==> config.mk <==
export PLATFORM = sky130hd
export DESIGN_NAME = pulse_width_gen
export DESIGN_NICKNAME = d
export VERILOG_FILES = /design/src/rtl/pulse_width_gen.sv
export SDC_FILE = /design/constraint.sdc
export NUM_CORES = 1
export LEC_CHECK = 0
export ABC_AREA = 1
export ABC_CLOCK_PERIOD_IN_PS = 1600
export CORE_AREA = 2 2 39 41
export DETAILED_ROUTE_END_ITERATION = 10
export DIE_AREA = 0 0 41 43
export MAX_ROUTING_LAYER = met4
export PLACE_DENSITY_LB_ADDON = 0.1
export SKIP_CTS_REPAIR_TIMING = 1
export SLEW_MARGIN = 20
export SYNTH_ARGS = -nofsm -noshare
export SYNTH_HDL_FRONTEND = slang
export SYNTH_SLANG_ARGS = --single-unit
==> constraint.sdc <==
create_clock -name clk -period 1.6 [get_ports clk]
set_input_delay 0.32 -clock clk [delete_from_list [all_inputs] [get_ports clk]]
set_output_delay 0.32 -clock clk [all_outputs]
set_load 0.005 [all_outputs]
==> src/rtl/pulse_width_gen.sv <==
// pulse_width_gen: emits one pulse on `a` whose high time is the requested
// number of clk cycles, held inside [MIN_HIGH, MAX_HIGH], followed by at least
// MIN_LOW cycles of GAP before the next request can be accepted.
//
// Configuration macro: PULSE_WIDTH_GEN_CLAMP_EN
//   defined   - out-of-range lengths are clamped into the window and emitted
//   undefined - out-of-range requests are accepted and dropped (no pulse)
//   In both builds len_err strobes one cycle after an out-of-range acceptance.
//
// Ports:
//   clk        in   rising-edge clock
//   rst        in   synchronous active-high reset
//   req_valid  in   request present
//   req_ready  out  combinational: idle and not in reset
//   req_len    in   requested high duration, sampled only at acceptance
//   a          out  generated pulse (registered)
//   busy       out  state is not IDLE (registered)
//   done       out  strobe during the last high cycle of `a` (registered)
//   len_err    out  strobe the cycle after an out-of-range acceptance (registered)

module pulse_width_gen #(
  parameter int unsigned MIN_HIGH = 2,
  parameter int unsigned MAX_HIGH = 6,
  parameter int unsigned LEN_W    = 3,
  parameter int unsigned MIN_LOW  = 1
) (
  input  logic             clk,
  input  logic             rst,
  input  logic             req_valid,
  output logic             req_ready,
  input  logic [LEN_W-1:0] req_len,
  output logic             a,
  output logic             busy,
  output logic             done,
  output logic             len_err
);

  localparam logic [LEN_W-1:0] MIN_LEN  = LEN_W'(MIN_HIGH);
  localparam logic [LEN_W-1:0] MAX_LEN  = LEN_W'(MAX_HIGH);
  localparam logic [LEN_W-1:0] GAP_INIT = LEN_W'(MIN_LOW - 1);
  localparam logic [LEN_W-1:0] ONE      = LEN_W'(1);

  typedef enum logic [1:0] {
    IDLE = 2'd0,
    HIGH = 2'd1,
    GAP  = 2'd2
  } state_t;

  state_t           state;
  state_t           state_nxt;
  logic [LEN_W-1:0] cnt;
  logic [LEN_W-1:0] cnt_nxt;
  logic             done_nxt;
  logic             len_err_nxt;

  logic             accept;
  logic             len_lo;
  logic             len_hi;
  logic             len_bad;
  logic [LEN_W-1:0] eff_len;

  // Handshake: only IDLE accepts, and never while reset is asserted.
  assign req_ready = (state == IDLE) && !rst;
  assign accept    = req_valid && req_ready;

  // Range classification of the incoming length.
  assign len_lo  = (req_len < MIN_LEN);
  assign len_hi  = (req_len > MAX_LEN);
  assign len_bad = len_lo || len_hi;

  // Length actually emitted; only meaningful when the pulse is issued.
  always_comb begin
    eff_len = req_len;
    if (len_lo) begin
      eff_len = MIN_LEN;
    end else if (len_hi) begin
      eff_len = MAX_LEN;
    end
  end

  // Next-state, counter and strobe logic.
  always_comb begin
    state_nxt   = state;
    cnt_nxt     = cnt;
    len_err_nxt = 1'b0;

    case (state)
      IDLE: begin
        if (accept) begin
          len_err_nxt = len_bad;
`ifdef PULSE_WIDTH_GEN_CLAMP_EN
          state_nxt = HIGH;
          cnt_nxt   = eff_len - ONE;
`else
          if (!len_bad) begin
            state_nxt = HIGH;
            cnt_nxt   = eff_len - ONE;
          end
`endif
        end
      end

      HIGH: begin
        if (cnt != '0) begin
          cnt_nxt = cnt - ONE;
        end else begin
          state_nxt = GAP;
          cnt_nxt   = GAP_INIT;
        end
      end

      GAP: begin
        if (cnt != '0) begin
          cnt_nxt = cnt - ONE;
        end else begin
          state_nxt = IDLE;
        end
      end

      default: begin
        state_nxt = IDLE;
        cnt_nxt   = '0;
      end
    endcase

    // done is registered, so it is raised on entry to the final high cycle.
    done_nxt = (state_nxt == HIGH) && (cnt_nxt == '0);
  end

  // State and registered outputs, all derived from the next state.
  always_ff @(posedge clk) begin
    if (rst) begin
      state   <= IDLE;
      cnt     <= '0;
      a       <= 1'b0;
      busy    <= 1'b0;
      done    <= 1'b0;
      len_err <= 1'b0;
    end else begin
      state   <= state_nxt;
      cnt     <= cnt_nxt;
      a       <= (state_nxt == HIGH);
      busy    <= (state_nxt != IDLE);
      done    <= done_nxt;
      len_err <= len_err_nxt;
    end
  end

endmodule

==> reports/metrics.yaml, run 1 <==
synthArstFlopShare_pct: 0
worstPathRequired_ns: 1.76
part_of_the_power_in_registers_pct: 39.9
path_clk_slew_ns: 0.05
num_vias: 554
finalCriticalPeriod_ns: 1.51
ys_dominant_reg_cell: "dfxtp_1"
cell_internal_pwr_uw: 444
grt_antenna_before_repair: 0
synth.cells.most_frequent: "13 x inv_1, 13 x nand2_1, 11 x nor2_1"
core_um2: 1380
synth_edf_count: 0
tritoncts: "done"
r2r_setup_slk_ns: 0.09
worstReg2RegEnd: "done"
fmax_ghz: 0.660
worst_hold_path.num_cells: 5
power.switching_fraction_pct: 29.6
drive_above_1_share_pct: 28.6
post-place-cells: 117
synth.yosys.seq_area_share_pct: 32.8
global_route_wire_length_before_repair_um: 1990
finalClockSkew_ns: 0.00384
result_of_the_run: "finished, final reports clean"
power.share.clock_pct: 27.1
worst_path_cell_with_the_longest_stage_delay: "dfxtp_1"
r2r.worst_path.cells: 12
main_area_contributors_after_synthesis: "dfxtp_1 33%, ha_1 9.1%, inv_1 8.9%"
endpoint_kind: "register"
clockBufferDepth: 2
fp.dieW_um: 41
drt-vias-per-instance: 4.58
report.power.total_uw: 631
die_h_um: 43
mappedNetlistArea_um2: 549
synth-adder-area-share_pct: 9.11
place.detailed.hpwl_um: 985
post-route-period-util_pct: 94.6
ios: 11
yosysUniqueCellTypes: 17
top_cell_by_count_worst_path: "inv_1"
critical_path.cell_chain: "inv_1 > ha_1 > inv_1 > nor2_2 > inv_1 > ha_1 > o21ai_1 > inv_1 > nand2_1 > nor2_1 > nand2_1 > nor2_2"
tritoncts.num_buffers: 3
mappedNetlistNets: 86
rsz0062_at_grt: "yes"
critPathLaunchType: "register"
crit_type: "register to register"
worstHoldEndpoint: "len_err"
comb_power_share_pct: 32.9
std_cell_rows: 14
cp_max_fo: 2
grt_pass1_vias: 507
portion_of_netlist_area_occupied_by_mux_cells_pct: 0
numPortBuffers: 10
worst_ir_drop_vdd_mv: 0.669
netlist.area_leader.share_pct: 32.8
antennaDiodeCount: 0
finalNetCount: 116
synth_largest_area_cell: "dfxtp_1"
setup_viol: 0
worst_r2r_startpoint: "cnt[1]"
timing.setup.tns_ns: 0
maxCapViolations: 0
gp_routability_congestion: 0.805
worst_hold_path_type: "input pin to register"
detailedRoute.firstIterationViolations: 6
total_global_route_track_usage_pct: 17.4
final_cell_count_no_fill: 121
synth-seq-cells: 9
detail_route.drc_violations: 0
postSynthAreaPerCell_um2: 7.23
drt_pre_antenna_iters: 4
avgRoutedWirePerCell_um: 9.50
drt-total-wl_um: 1150
cts.root.buffer_cell: "clkbuf_4"
detail-route-antenna-nets: 0
grt_max_degree: 7
synth_top_family_by_area: "simple AND/OR/NAND/NOR gates"
yosysWarningCount: 0
slew_headroom_pct: 88.0
htreeDepth: 1
clock_insertion_delay_worst_skew_ns: 0.26
place_worst_setup_slack_ns: -0.286
synthToLayoutAreaGrowth_pct: 49.4
cellLeakagePower_nw: 0.418
die_area_um2: 1760
hold_viol_final: 0
clock_sink_count: 9
synth_area_in_simple_gates_pct: 33.5
timing.final.ws_setup_ns: 0.0860
post_synth_inst_count: 76
synth_compound_gate_area_share_pct: 13.4
synth_xor_xnor_area_share_pct: 1.59
hold_path.startpoint: "req_len[2]"
critical_path_arrival_ns: 1.67
power_density_nw_per_um2: 768
initial_utilization_pct: 39.7
grt-ovfl-total: 0
power_switching_uw: 187
max_slew.worst_pin.slew_ns: 0.178
final_max_slew_viol_count: 0
max_stage_delay_ns: 0.35
-- flip-flops by register name (all words and copies together), names as in the netlist --
register  flops
done          1
state         2
a             1
cnt           3
len_err       1
busy          1
-- kinds of logic (layout without fill, tap and decap cells) --
group | Yosys count | in the layout
compound gates | 14 | 14
fa+ha+maj | 4 | 4
simple gates | 34 | 34
flops | 9 | 9
buf+inv | 14 | 43
xor+xnor | 1 | 1
-- power groups by stage --
stage | Sequential (mW) | Combinational [mW] | Clock, mW
floorplan | 0.254 | 0.105 | 0
global placement | 0.255 | 0.205 | 0
detailed placement | 0.256 | 0.207 | 0
CTS | 0.251 | 0.208 | 0.180
global route | 0.254 | 0.238 | 0.187
finish | 0.252 | 0.208 | 0.171
-- metrics by stage --
step / hold slack [ns] / area [µm²] / utilization [%]
floorplan: 0.389 / 549 / -
global placement: 0.649 / 782 / 56.5
detailed placement: 0.651 / 782 / 56.5
CTS: 0.667 / 808 / 58.4
global route: 0.537 / 821 / 59.3
finish: 0.524 / 821 / 59.3
-- worst max-delay path, delay by kind of cell, from the launching register on --
kind / cells / cell delay, ns
compound gates: 1 / 0.14
fa+ha+maj: 2 / 0.39
buf+inv: 4 / 0.27
flops: 1 / 0.35
simple gates: 5 / 0.26
-- worst max-delay path by stage --
stage	from	end	slack (ns)	cells past startpoint
finish	cnt[1]	done	0.09	12
global route	cnt[1]	done	-0.10	12
CTS	state[1]	req_ready	-0.12	4
detailed placement	req_len[1]	done	-0.29	10
global placement	req_len[1]	done	-0.22	10
floorplan	cnt[0]	done	0.03	12
-- cell type report --
class                           count  area, µm²
Inverter                           14       52.6
Timing Repair Buffer               25        220
Sequential cell                     9        183
Clock buffer                        4       26.3
Multi-Input combinational cell     53        319
Fill cell                         142        563
Tap cell                           16       20.0
-- cells in the final DEF, fill, tap and decap left out --
cell type / netlist / layout
buf_4: 0 / 15
nand2_1: 13 / 13
inv_1: 13 / 12
nor2_1: 11 / 10
dfxtp_1: 9 / 7
clkdlybuf4s50_1: 0 / 7
a21oi_1: 6 / 6
o21ai_0: 6 / 4
ha_1: 4 / 4
nand3_1: 3 / 3
clkbuf_4: 0 / 3
dlymetal6s2s_1: 0 / 3
inv_2: 1 / 2
nand2_4: 2 / 2
nor2_2: 1 / 2
nor2_4: 2 / 2
o21ai_1: 0 / 2
dfxtp_2: 0 / 2
nand3_2: 1 / 1
nand3_4: 1 / 1
o22ai_1: 1 / 1
o211ai_1: 1 / 1
xnor2_1: 1 / 1
clkbuf_1: 0 / 1
-- routing by layer --
| metal | vias to the layer above | GRT usage, % | routed length (µm) |
|---|---|---|---|
| met4 | 0 | 4.00 | 0 |
| met1 | 241 | 21.0 | 515 |
| met3 | 0 | 9.42 | 68 |
| met2 | 12 | 25.0 | 566 |
| li1 | 301 | - | - |
| met5 | - | - | 0 |
(Power assumes the default switching activity.)
==> run 2, diff against run 1 <==
--- a/config.mk
+++ b/config.mk
@@ -7,6 +7,7 @@
 export LEC_CHECK = 0
 export ABC_AREA = 1
 export ABC_CLOCK_PERIOD_IN_PS = 1600
+export CAP_MARGIN = 20
 export CORE_AREA = 2 2 39 41
 export DETAILED_ROUTE_END_ITERATION = 10
 export DIE_AREA = 0 0 41 43
==> results of run 2 <==
No change in the layout: final DEF, timing and power equal those of run 1.
==> run 3, diff against run 2 <==
--- a/config.mk
+++ b/config.mk
@@ -8,9 +8,9 @@
 export ABC_AREA = 1
 export ABC_CLOCK_PERIOD_IN_PS = 1600
 export CAP_MARGIN = 20
-export CORE_AREA = 2 2 39 41
+export CORE_AREA = 3 3 40 42
 export DETAILED_ROUTE_END_ITERATION = 10
-export DIE_AREA = 0 0 41 43
+export DIE_AREA = 0 0 43 45
 export MAX_ROUTING_LAYER = met4
 export PLACE_DENSITY_LB_ADDON = 0.1
 export SKIP_CTS_REPAIR_TIMING = 1
==> reports/metrics.yaml, run 3 (synthesis results as in run 1) <==
detailedRoute.firstIterationViolations: 4  # -2
timing.critical_path.buf_inv: 3  # -1
hold_viol_final: 0  # unchanged
grt_pass1_vias: 533  # +5.1%
maxCapViolations: 0  # unchanged
grt-ovfl-total: 0  # unchanged
clock_insertion_delay_worst_skew_ns: 0.26  # about the same
rsz0062_at_grt: "yes"
core_um2: 1280  # -7.1%
drt_pre_antenna_iters: 4  # unchanged
placed_instance_area_um2: 773  # -1.1%
cellLeakagePower_nw: 0.415  # -0.71%
critical_path.cell_chain: "clkdlybuf4s50_1 > buf_4 > inv_1 > nand3_4 > nor2_1 > nor2_1 > nand2_1 > nand2_1 > nor2_1 > nand2_1 > nor2_2"
max_slew.worst_pin.slew_ns: 0.175  # -0.00347 ns
finalCriticalPeriod_ns: 1.53  # +0.0204 ns
critical_path_arrival_ns: 1.73  # +0.06 ns
fin_area_um2: 815  # -0.76%
critPathLaunchType: "input pin"
worst_ir_drop_vdd_mv: 0.540  # -19%
detail-route-antenna-nets: 0  # unchanged
report.power.total_uw: 636  # +0.80%
gp_routability_congestion: 0.816  # +1.4%
post-place-cells: 115  # -1.7%
final_cell_count_no_fill: 119  # -1.7%
worst_path_dominant_cell_family: "buffers and inverters"
cp_max_fo: 6  # +4
worst_hold_path_type: "input pin to register"
post-route-period-util_pct: 95.9  # +1.3 points
max_flop_register: "cnt"
initial_utilization_pct: 42.7  # +3.1 points
worstPathRequired_ns: 1.80  # +0.04 ns
clockBufferDepth: 2  # unchanged
drive_above_1_share_pct: 27.9  # -0.69 points
cts.root.buffer_cell: "clkbuf_4"
slew_headroom_pct: 88.3  # +0.30 points
tritoncts.num_buffers: 3  # unchanged
setup_viol: 0  # unchanged
htreeDepth: 1  # unchanged
std_cell_rows: 13  # -1
worst_path_cell_with_the_longest_stage_delay: "clkdlybuf4s50_1"
fmax_ghz: 0.652  # -1.3%
antennaDiodeCount: 0  # unchanged
numPortBuffers: 10  # unchanged
crit_type: "input pin to register"
num_vias: 547  # -1.3%
synthToLayoutAreaGrowth_pct: 48.3
avgRoutedWirePerCell_um: 10.8  # +14%
drt-vias-per-instance: 4.60  # +0.40%
die_area_um2: 1940  # +9.8%
finalClockSkew_ns: 0.00377  # -0.0000764 ns
worst_hold_slack_ns: 0.526  # +0.00154 ns
grt_max_degree: 7  # unchanged
result_of_the_run: "finished, final reports clean"
total_global_route_track_usage_pct: 16.6  # -0.81 points
clock_sink_count: 9  # unchanged
place_worst_setup_slack_ns: -0.245  # +0.0411 ns
die_h_um: 45  # +4.7%
fp.dieW_um: 43  # +4.9%
detail_route.drc_violations: 0  # unchanged
tritoncts: "done"
max_stage_delay_ns: 0.47  # +0.12 ns
finalNetCount: 115  # -0.86%
global_route_wire_length_before_repair_um: 2260  # +14%
path_clk_slew_ns: 0.06  # about the same
grt_antenna_before_repair: 0  # unchanged
ios: 11  # unchanged
drt-total-wl_um: 1290  # +12%
most-common-layout-cells: "14 x buf_4, 13 x inv_1, 13 x nand2_1, 9 x nor2_1"
final_max_slew_viol_count: 0  # unchanged
timing.final.ws_setup_ns: 0.0656  # -0.0204 ns
layout_top_registers: "cnt x3, state x2"
final_core_utilization_pct: 63.4  # +4.1 points
layout_commonest_cell: "buf_4"
timing.setup.tns_ns: 0  # unchanged
largest_reg_flops: 3  # unchanged
endpoint_kind: "register"
power_density_nw_per_um2: 780  # +1.6%
place.detailed.hpwl_um: 1070  # +8.4%
==> run 3: changes by cell type in the layout (fill, tap and decap cells not counted), sizes merged <==
cell and delta:
buf -1
==> run 3: final cells by class <==
| class | instances | area [µm²] |
|---|---|---|
| multi-input cells | 53 | 322 |
| well taps | 15 | 18.8 |
| fillers | 132 | 470 |
| repair buffers | 24 | 213 |
| inverters | 14 | 52.6 |
| clock buffers | 4 | 26.3 |
| flip-flops and latches | 9 | 183 |
==> run 3: path summary, 6_finish.rpt <==
path	from	endpoint	slack (ns)	depth (start not counted)
max	rst	done	0.07	11
min	req_len[2]	len_err	0.53	5
min reg2reg	cnt[1]	cnt[1]	0.64	4
max reg2reg	cnt[0]	done	0.08	12
==> run 3: power breakdown <==
group | internal (mW) | switching, mW | leakage (nW)
logic | 0.106 | 0.103 | 0.326
clock network | 0.0961 | 0.0795 | 0.0150
registers | 0.241 | 0.0103 | 0.0744
total | 0.443 | 0.193 | 0.415
==> run 3: layer usage <==
layer  up-vias  share of wire (%)  track usage [%]
met5         -                  0                -
met4         0                1.5             7.23
met3         4                3.3             3.59
met2        14                 51             29.3
met1       233                 44             18.0
li1        296                  -                -
==> run 3: worst register-to-register path: cells and delay by family (launching register included) <==
| kind | cells | cell delay [ns] |
|---|---|---|
| adder cells (fa/ha/maj) | 2 | 0.40 |
| AND/OR/NAND/NOR | 5 | 0.31 |
| flip-flops | 1 | 0.30 |
| buffers and inverters | 4 | 0.25 |
| AO/OA/AOI/OAI | 1 | 0.15 |
